File: src/rtl/r22sdf_stage.sv
`default_nettype none
//============================================================================
// r22sdf_stage : one radix-2^2 single-path delay-feedback FFT stage
//   (BF-I, trivial -j rotation, BF-II) of span L = N_POINTS / 4^STAGE.
// Option macro : R22_STAGE_SCALE_EN (each butterfly result >>> 1).
// Revision     : 1.0
//============================================================================
module r22sdf_stage #(
  parameter int DATA_WIDTH = 16,
  parameter int N_POINTS   = 16,
  parameter int STAGE      = 0
) (
  input  logic                         clk,
  input  logic                         rst,
  input  logic                         in_valid,
  input  logic                         in_sof,
  input  logic signed [DATA_WIDTH-1:0] a_re,
  input  logic signed [DATA_WIDTH-1:0] a_im,
  output logic                         out_valid,
  output logic                         out_sof,
  output logic signed [DATA_WIDTH-1:0] b_re,
  output logic signed [DATA_WIDTH-1:0] b_im
);

  localparam int c_span = N_POINTS >> (2 * STAGE);
  localparam int c_k    = (c_span >= 4) ? $clog2(c_span) : 2;
  localparam int c_d1   = (1 << c_k) / 2;
  localparam int c_d2   = (1 << c_k) / 4;
  localparam logic [c_k-1:0] c_first_out = c_k'(3 * (1 << c_k) / 4);

  generate
    if (c_span < 4) begin : g_bad_span
      $error("r22sdf_stage: N_POINTS/4^STAGE must be at least 4");
    end
    if (N_POINTS < 16 || N_POINTS > 4096 || ($clog2(N_POINTS) % 2) != 0 ||
        (1 << $clog2(N_POINTS)) != N_POINTS) begin : g_bad_n
      $error("r22sdf_stage: N_POINTS must be a power of 4 in 16..4096");
    end
  endgenerate

  // Add or subtract at DATA_WIDTH+1 bits, then scale or wrap back to DATA_WIDTH.
  function automatic logic signed [DATA_WIDTH-1:0] bfly(
    input logic signed [DATA_WIDTH-1:0] x,
    input logic signed [DATA_WIDTH-1:0] y,
    input logic                         sub
  );
    logic signed [DATA_WIDTH:0] s;
    s = sub ? ({x[DATA_WIDTH-1], x} - {y[DATA_WIDTH-1], y})
            : ({x[DATA_WIDTH-1], x} + {y[DATA_WIDTH-1], y});
`ifdef R22_STAGE_SCALE_EN
    return DATA_WIDTH'(s >>> 1);
`else
    return DATA_WIDTH'(s);
`endif
  endfunction

  logic [c_k-1:0] cnt_q, cnt_d, w_idx, w_aidx;
  logic           sof_seen_q, primed_q, w_primed;
  logic           out_valid_q, out_sof_q;
  logic signed [DATA_WIDTH-1:0] b_re_q, b_im_q;

  // Sample index of the current input; BF-II sees the stream L/2 samples later.
  assign w_idx  = in_sof ? '0 : cnt_q;
  assign w_aidx = {~w_idx[c_k-1], w_idx[c_k-2:0]};
  assign cnt_d  = w_idx + c_k'(1);

  logic signed [DATA_WIDTH-1:0] d1_re_q [c_d1];
  logic signed [DATA_WIDTH-1:0] d1_im_q [c_d1];
  logic signed [DATA_WIDTH-1:0] d2_re_q [c_d2];
  logic signed [DATA_WIDTH-1:0] d2_im_q [c_d2];
  logic signed [DATA_WIDTH-1:0] w_h1_re, w_h1_im, w_h2_re, w_h2_im;
  logic signed [DATA_WIDTH-1:0] w_y_re, w_y_im, w_s1_re, w_s1_im;
  logic signed [DATA_WIDTH-1:0] w_z_re, w_z_im;
  logic signed [DATA_WIDTH-1:0] w_o_re, w_o_im, w_s2_re, w_s2_im;

  assign w_h1_re = d1_re_q[c_d1-1];
  assign w_h1_im = d1_im_q[c_d1-1];
  assign w_h2_re = d2_re_q[c_d2-1];
  assign w_h2_im = d2_im_q[c_d2-1];

  always_comb begin
    w_y_re  = w_h1_re;
    w_y_im  = w_h1_im;
    w_s1_re = a_re;
    w_s1_im = a_im;
    if (w_idx[c_k-1]) begin
      w_y_re  = bfly(w_h1_re, a_re, 1'b0);
      w_y_im  = bfly(w_h1_im, a_im, 1'b0);
      w_s1_re = bfly(w_h1_re, a_re, 1'b1);
      w_s1_im = bfly(w_h1_im, a_im, 1'b1);
    end
  end

  always_comb begin
    w_z_re = w_y_re;
    w_z_im = w_y_im;
    if (w_aidx[c_k-1] && !w_aidx[c_k-2]) begin
      w_z_re = w_y_im;
      w_z_im = -w_y_re;
    end
  end

  always_comb begin
    w_o_re  = w_h2_re;
    w_o_im  = w_h2_im;
    w_s2_re = w_z_re;
    w_s2_im = w_z_im;
    if (w_aidx[c_k-2]) begin
      w_o_re  = bfly(w_h2_re, w_z_re, 1'b0);
      w_o_im  = bfly(w_h2_im, w_z_im, 1'b0);
      w_s2_re = bfly(w_h2_re, w_z_re, 1'b1);
      w_s2_im = bfly(w_h2_im, w_z_im, 1'b1);
    end
  end

  // Delay lines carry no reset so they can map onto shift-register primitives.
  always_ff @(posedge clk) begin
    if (in_valid) begin
      d1_re_q[0] <= w_s1_re;
      d1_im_q[0] <= w_s1_im;
      for (int i = 1; i < c_d1; i++) begin
        d1_re_q[i] <= d1_re_q[i-1];
        d1_im_q[i] <= d1_im_q[i-1];
      end
      d2_re_q[0] <= w_s2_re;
      d2_im_q[0] <= w_s2_im;
      for (int i = 1; i < c_d2; i++) begin
        d2_re_q[i] <= d2_re_q[i-1];
        d2_im_q[i] <= d2_im_q[i-1];
      end
    end
  end

  // Outputs start only once a frame seen since reset reaches index 3L/4.
  assign w_primed = primed_q | ((sof_seen_q | in_sof) & (w_idx == c_first_out));

  always_ff @(posedge clk) begin
    if (!rst) begin
      cnt_q       <= '0;
      sof_seen_q  <= 1'b0;
      primed_q    <= 1'b0;
      out_valid_q <= 1'b0;
      out_sof_q   <= 1'b0;
      b_re_q      <= '0;
      b_im_q      <= '0;
    end else if (in_valid) begin
      cnt_q       <= cnt_d;
      sof_seen_q  <= sof_seen_q | in_sof;
      primed_q    <= w_primed;
      out_valid_q <= w_primed;
      out_sof_q   <= w_primed & (w_idx == c_first_out);
      b_re_q      <= w_o_re;
      b_im_q      <= w_o_im;
    end else begin
      out_valid_q <= 1'b0;
      out_sof_q   <= 1'b0;
    end
  end

  assign out_valid = out_valid_q;
  assign out_sof   = out_sof_q;
  assign b_re      = b_re_q;
  assign b_im      = b_im_q;

endmodule
`default_nettype wire

File: config.mk
export PLATFORM = sky130hd
export DESIGN_NAME = r22sdf_stage
export DESIGN_NICKNAME = d
export VERILOG_FILES = /design/src/rtl/r22sdf_stage.sv
export SDC_FILE = /design/constraint.sdc
export NUM_CORES = 1
export LEC_CHECK = 0
export ABC_CLOCK_PERIOD_IN_PS = 7850
export CAP_MARGIN = 20
export CORE_MARGIN = 1.5
export CORE_UTILIZATION = 60
export DETAILED_ROUTE_END_ITERATION = 16
export PLACE_DENSITY_LB_ADDON = 0.05
export SYNTH_ARGS = -nofsm -noshare
export SYNTH_HDL_FRONTEND = slang
export SYNTH_SLANG_ARGS = --single-unit
File: constraint.sdc
create_clock -name clk -period 7.85 [get_ports clk]
set_clock_uncertainty 0.05 [all_clocks]
set_input_delay 1.57 -clock clk [delete_from_list [all_inputs] [get_ports clk]]
set_output_delay 1.57 -clock clk [all_outputs]
set_load 0.03 [all_outputs]
==> results.md, run 1 <==
- Status: completed
- Postcts setup bufs: 0
- DRC: 0
- Seq/Total Area, Yosys: 60.1%
- Critical Path, Cell by Cell: clkdlybuf4s50_1 -> inv_1 -> ha_1 -> or2_0 -> a211o_1 -> nand3_1 -> a31oi_1 -> nor4_2 -> nand3_1 -> nor3_2 -> xnor2_1 -> a21oi_1 -> o21ai_0 -> ha_1 -> or3_1 -> or3_1 -> nor3_1 -> o31ai_1 -> a21oi_1 -> xnor2_1 -> nand4b_1 -> nand3_1 -> a221o_1
- WP data arrival: 7060 ps
- Total GRT Usage: 23.5%
- DR vias/cell: 5.81
- Crit-path max FO: 7
- Post-DP HPWL: 27,100 µm
- Worst hold stages: 0
- Core Footprint: 33,600 µm²
- Worst R2R Path Depth: 22
- Compound-cell area share of the yosys netlist: 12.6%
- P per Cell Area: 229 nW/µm²
- Maxcap violations: 0
- Num CTS Buffers: 42
- Initial antenna violation count: 1
- Final Setup Violations: 0
- Max VDD drop: 0.236 mV
- Row Count: 67
- R2r setup slk: 2060 ps
- Die ar.: 35,300 µm²
- Routed Antenna Nets: 0
- Min-delay src: d1_im_q[0][29]
- Worst Setup Start Kind: primary input
- Critical path class: in -> reg
- Initial core utilization: 61.0%
- Reg clk slew, reported paths: 60 ps
- Mean Syn Cell Area: 12.0 µm²
- Pre-Repair DR Iteration Count: 7
- Largest family of logic cells by synthesized area: compound AO/OA/AOI/OAI gates
- Slew @ Worst Pin: 999 ps
- Layout Cells excl Fill: 2,243
- Net Count, Synth: 1,880
- Worst R2R Start: d1_re_q[1][48]
- Synth cell types: 85
- Max Fclk: 0.147 GHz
- Final max-slew violation count: 0
- Die Width: 188 µm
- Placed Cells: 2,166
- Warnings, synthesis: 0
- Main synth FF type: edfxtp_1
- Post-route setup TNS: 0 ps
- Placer Congestion: 0.863
- Antenna cells: 0
- Routed len/inst: 18.1 µm
- Grt ovf: 0
- Via count: 13.0k
- Period utilisation layout: 86.6%
- Syn Inst Count: 1,710
- Final worst path period need: 6800 ps
- Synthesized area: 20,500 µm²
- Slowest stage delay, CP: 510 ps
- Leakage power figure: 8.71 nW
- Number of gates resized after CTS: 0
- H-tree Lvls: 2
- First-pass GRT wire length: 64,900 µm
- I/O Buffers: 69
- Post-synthesis mux area share: 0.963%
- Final WL: 40,600 µm
- Final worst slack: 1050 ps
- Vias in the first global route: 12.5k
- Post-synthesis adder-cell area fraction: 8.46%
- FFs w/ async S/R, synth: 0%
- CP endpoint kind: flop
- Worst Setup SP: a_re[4]
- Pre-CTS setup slack: 547 ps
- Hold_buf cts: 0
- Worst Path Required: 8110 ps
- Synth Area in Simple Gates: 10.4%
- RSZ-0062 raised after global routing: false
- Cell mode on critical path: nand3_1
- Clock root cell: clkbuf_16
- XOR/XNOR Fraction of Synth Area: 3.94%
- Final nets: 1,932
- Die Y: 188 µm
- FF/Latch Area: 12,300 µm²
- Final hold viol count: 0
- Insertion delay to the later sink of the worst-skew pair: 570 ps
- Clk buf depth: 3
- Clock Sinks: 424
- Layout fillers: 2,442
- Seq cells post-synth: 424
- CTS tree: built
- Slew headroom: 31.7%
- Footprint of the multi-input gates: 7470 µm²
- Synthesis-to-finish area growth: 12.1%
- Number of flops mapped to enable cells by yosys: 384
- Largest net degree at the start of global routing: 173
- Total I/O pin count: 70
- CP max stage cell: clkdlybuf4s50_1
- Initial drt markers: 921
- Min-Delay Path Class: reg -> reg
- Share of cells above drive strength 1: 5.96%
-- power breakdown --
group	switching, W	internal, W
sequential	0.0000560	0.00261
clock	0.000821	0.00116
combinational	0.000375	0.000248
total	0.00125	0.00402
-- registers in the layout, indices dropped and copies added (netlist names) --
signal      flops
d2_im_q        64
b_re           16
out_valid       1
sof_seen_q      1
cnt_q           4
b_im           16
d1_re_q       128
d2_re_q        64
out_sof         1
primed_q        1
d1_im_q       128
-- layout by cell type, fill, tap and decap left out, drive strengths merged, types with 9 or more instances in the layout --
| cell type | instances |
|---|---|
| a311oi | 13 |
| o21ai | 99 |
| xor2 | 28 |
| clkbuf | 54 |
| nor2 | 147 |
| a211oi | 10 |
| dfxtp | 40 |
| clkinv | 19 |
| a31oi | 17 |
| inv | 122 |
| mux2i | 17 |
| clkdlybuf4s50 | 68 |
| o21bai | 14 |
| nand2 | 121 |
| o31ai | 21 |
| a21oi | 127 |
| nor3 | 33 |
| xnor2 | 59 |
| buf | 14 |
| edfxtp | 384 |
| nand3 | 29 |
| and3 | 15 |
| or3 | 22 |
| nor2b | 19 |
| ha | 126 |
| nand2b | 15 |
| o211ai | 14 |
| nor3b | 9 |
| a21o | 15 |
-- area by class of cell --
class	count	area share, %
Timing Repair Buffer	82	3.56
Inverter	121	1.97
Sequential cell	424	53.6
Multi-Input combinational cell	1091	32.5
Clock buffer	54	5.13
Clock inverter	23	0.837
Tap cell	448	2.44
-- worst paths after layout --
| path | end |
|---|---|
| worst max-delay path | d2_im_q[0][15] |
| worst min-delay path | d1_im_q[0][45] |
| worst max register to register | d2_im_q[0][15] |
| worst min register to register | d1_im_q[0][45] |
-- per-stage QoR --
stage                     power [W]  cell area [µm²]  util (%)  hold WS (ps)
final                       0.00528            23000      68.4           361
after global routing        0.00550            23000      68.4           364
after CTS                   0.00532            23000      68.4           364
after detailed placement    0.00333            21600      64.4           355
after global placement      0.00331            21600      64.4           350
after floorplan             0.00312            20500         -           350
-- metal layers --
metal	wire length, µm	vias up	global-route usage, %	part of all wire (%)
met5	12	-	0	0.030
met4	1110	2	8.55	2.7
met3	2140	83	4.21	5.3
met2	18200	345	35.9	45
met1	19100	6263	33.9	47
li1	-	6335	-	-
-- cell usage after synthesis (10+ instances only) --
library cell / n / area (µm²)
nand2b_1: 15 / 93.8
a21oi_1: 124 / 621
o211ai_1: 14 / 105
nor2b_1: 19 / 119
buf_1: 16 / 60.1
mux2i_1: 15 / 150
ha_1: 126 / 1580
dfxtp_1: 40 / 801
xnor2_1: 59 / 517
a21o_1: 14 / 105
o21bai_1: 14 / 105
a311oi_1: 13 / 114
nor3_1: 32 / 160
inv_1: 121 / 454
nor2_1: 146 / 548
xor2_1: 28 / 245
and3_1: 15 / 93.8
o21ai_0: 95 / 475
clkbuf_1: 52 / 195
a31oi_1: 17 / 106
nand2_1: 121 / 454
or3_1: 22 / 138
nand3_1: 29 / 145
o31ai_1: 21 / 158
a211oi_1: 10 / 75.1
edfxtp_1: 384 / 11500
-- critical path, delay by kind of cell --
family / cells / cell delay (ps)
and+or+nand+nor: 10 / 2520
xor gates and xnor gates: 2 / 310
adders and majority gates: 2 / 620
buffers and inverters: 2 / 570
AOI/OAI and AO/OA: 7 / 1470
-- logic make-up (layout without fill, tap and decap cells) --
| logic type | after synthesis | in the layout |
|---|---|---|
| AND/OR/NAND/NOR | 446 | 446 |
| flip-flops | 424 | 424 |
| AO/OA/AOI/OAI | 404 | 404 |
| buffers and inverters | 195 | 280 |
| adder cells (fa/ha/maj) | 134 | 134 |
| XOR/XNOR | 89 | 89 |
| multiplexers | 18 | 18 |
Note: power is estimated with default switching activity, not from simulation.
==> run 2, diff against run 1 <==
--- a/config.mk
+++ b/config.mk
@@ -7,10 +7,12 @@
 export LEC_CHECK = 0
 export ABC_CLOCK_PERIOD_IN_PS = 7850
 export CAP_MARGIN = 20
+export CORE_ASPECT_RATIO = 0.7
 export CORE_MARGIN = 1.5
 export CORE_UTILIZATION = 60
 export DETAILED_ROUTE_END_ITERATION = 16
 export PLACE_DENSITY_LB_ADDON = 0.05
+export SLEW_MARGIN = 20
 export SYNTH_ARGS = -nofsm -noshare
 export SYNTH_HDL_FRONTEND = slang
 export SYNTH_SLANG_ARGS = --single-unit
==> run 2 against run 1 <==
Effect of this change:
- worst hold slack about the same
- flip-flop and latch count unchanged
- power decreased by 2.2%
- register-to-register slack got worse by 220 ps
- final area decreased by 0.60%
- die area about the same
- count of clock-buffer cells in the layout decreased by 5
- combinational power increased by 1%
- critical path type unchanged
- largest cell class unchanged
- largest power group unchanged
==> results.md, run 2 (synthesis results as in run 1) <==
- Insertion delay to the later sink of the worst-skew pair: 540 ps (was 570 ps)
- Clk buf depth: 3 (unchanged)
- Num CTS Buffers: 40 (was 42)
- Post-layout instance area: 22,900 µm² (was 23,000 µm²)
- Placer Congestion: 0.892 (was 0.863)
- Critical Path, Cell by Cell: clkdlybuf4s50_1 -> ha_1 -> fa_1 -> nand2b_1 -> a21oi_1 -> or3_1 -> a31oi_1 -> nor3_1 -> buf_4 -> xor2_1 -> o22ai_1 -> a21oi_1 -> inv_1 -> ha_1 -> nor2b_1 -> a2111oi_0 -> buf_4 -> nor3_1 -> o31ai_1 -> a21oi_1 -> xnor2_1 -> nand4b_1 -> nand3_1 -> a221o_1 (was clkdlybuf4s50_1 -> inv_1 -> ha_1 -> or2_0 -> a211o_1 -> nand3_1 -> a31oi_1 -> nor4_2 -> nand3_1 -> nor3_2 -> xnor2_1 -> a21oi_1 -> o21ai_0 -> ha_1 -> or3_1 -> or3_1 -> nor3_1 -> o31ai_1 -> a21oi_1 -> xnor2_1 -> nand4b_1 -> nand3_1 -> a221o_1)
- DR vias/cell: 5.83 (was 5.81)
- Cell mode on critical path: a21oi_1 (was nand3_1)
- Footprint of the multi-input gates: 7470 µm² (about the same)
- Routed Antenna Nets: 0 (unchanged)
- Via count: 12.9k (was 13.0k)
- Largest regs: d1_im_q: 128 flops, d1_re_q: 128 flops (unchanged)
- WP data arrival: 7240 ps (was 7060 ps)
- Post-route setup TNS: 0 ps (unchanged)
- Vias in the first global route: 11.8k (was 12.5k)
- Max VDD drop: 0.167 mV (was 0.236 mV)
- Final max-slew violation count: 0 (unchanged)
- Min-delay src: d1_im_q[1][42] (was d1_im_q[0][29])
- Routed len/inst: 18.7 µm (was 18.1 µm)
- P per Cell Area: 226 nW/µm² (was 229 nW/µm²)
- Total I/O pin count: 70 (unchanged)
- Grt ovf: 0 (unchanged)
- Status: completed (unchanged)
- Final WL: 41,500 µm (was 40,600 µm)
- Worst Path Required: 8100 ps (was 8110 ps)
- Commonest non-fill, non-tap cell in the layout: edfxtp_1 (unchanged)
- DRC: 0 (unchanged)
- Initial core utilization: 61.1% (was 61.0%)
- FF/Latch Area: 12,300 µm² (unchanged)
- Die Y: 158 µm (was 188 µm)
- Worst R2R Start: d1_re_q[1][48] (unchanged)
- Final hold viol count: 0 (unchanged)
- Post-DP Area: 21,600 µm² (about the same)
- Postcts setup bufs: 0 (unchanged)
- Initial antenna violation count: 0 (was 1)
- Antenna cells: 0 (unchanged)
- Slew @ Worst Pin: 1020 ps (was 999 ps)
- Delay-heaviest family, CP: compound AO/OA/AOI/OAI gates (was simple AND/OR/NAND/NOR gates)
- Reg clk slew, reported paths: 70 ps (was 60 ps)
- Post-DP HPWL: 27,900 µm (was 27,100 µm)
- Total GRT Usage: 23.9% (was 23.5%)
- Synthesis-to-finish area growth: 11.5% (was 12.1%)
- Critical path class: in -> reg (unchanged)
- Core Footprint: 33,600 µm² (about the same)
- Die ar.: 35,300 µm² (about the same)
- Slew headroom: 31.8% (was 31.7%)
- Number of gates resized after CTS: 0 (unchanged)
- CP max stage cell: a2111oi_0 (was clkdlybuf4s50_1)
- Pre-CTS setup slack: 398 ps (was 547 ps)
- Final worst slack: 852 ps (was 1050 ps)
- Leakage power figure: 8.65 nW (was 8.71 nW)
- Buf+Inv Stages, Crit Path: 4 (was 2)
- RSZ-0062 raised after global routing: false (unchanged)
- Min-Delay Path Class: reg -> reg (unchanged)
- Clock Sinks: 424 (unchanged)
- Worst Setup SP: a_re[0] (was a_re[4])
- R2r setup slk: 1840 ps (was 2060 ps)
- Largest net degree at the start of global routing: 169 (was 173)
- Maxcap violations: 0 (unchanged)
- Share of cells above drive strength 1: 5.93% (was 5.96%)
- Initial drt markers: 1,072 (was 921)
- Die Width: 224 µm (was 188 µm)
- First-pass GRT wire length: 65,500 µm (was 64,900 µm)
- Worst Setup Start Kind: primary input (unchanged)
- H-tree Lvls: 2 (unchanged)
- Max Fclk: 0.143 GHz (was 0.147 GHz)
- CTS tree: built (unchanged)
- Row Count: 56 (was 67)
- Final Setup Violations: 0 (unchanged)
- Layout fillers: 2,408 (was 2,442)
- Clock root cell: clkbuf_16 (unchanged)
- Final nets: 1,930 (was 1,932)
- CP endpoint kind: flop (unchanged)
- Slowest stage delay, CP: 480 ps (was 510 ps)
- Crit-path max FO: 6 (was 7)
- I/O Buffers: 69 (unchanged)
- Hold_buf cts: 0 (unchanged)
- Pre-Repair DR Iteration Count: 5 (was 7)
- Final worst path period need: 7000 ps (was 6800 ps)
- Period utilisation layout: 89.1% (was 86.6%)
- Commonest non-fill, non-tap cells in the layout: edfxtp_1, nor2_1, ha_1 (unchanged)
-- run 2: through the flow --
stage | hold WS (ps) | cells | util, % | total power (W)
floorplan | 350 | 1710 | - | 0.00312
global placement | 350 | 2153 | 64.4 | 0.00332
detailed placement | 355 | 2153 | 64.4 | 0.00334
CTS | 361 | 2222 | 68.1 | 0.00521
global route | 366 | 2222 | 68.1 | 0.00537
finish | 361 | 2222 | 68.1 | 0.00516
-- run 2: where the power goes --
group | leakage, nW | internal, W | switching, W
Sequential | 4.09 | 0.00261 | 0.0000566
Combinational | 3.95 | 0.000248 | 0.000381
Clock | 0.614 | 0.00106 | 0.000803
Total | 8.65 | 0.00392 | 0.00124
-- run 2: worst paths after layout --
kind | end | cells after the start
hold / removal | d1_im_q[1][58] | 0
setup reg to reg | d2_im_q[0][15] | 23
hold reg to reg | d1_im_q[1][58] | 0
setup / recovery | d2_im_q[0][15] | 24
-- run 2: routing by layer --
layer	global-route usage, %	routed length (µm)
met4	7.05	931
met1	37.5	21200
met3	3.51	1990
met5	0	0
met2	34.5	17400
-- run 2: area by class of cell --
class | instances | area share (%)
Clock buffer | 49 | 4.62
Clock inverter | 20 | 0.842
Inverter | 121 | 1.99
Multi-Input combinational cell | 1091 | 32.7
Sequential cell | 424 | 53.9
Tap cell | 435 | 2.38
Timing Repair Buffer | 82 | 3.58
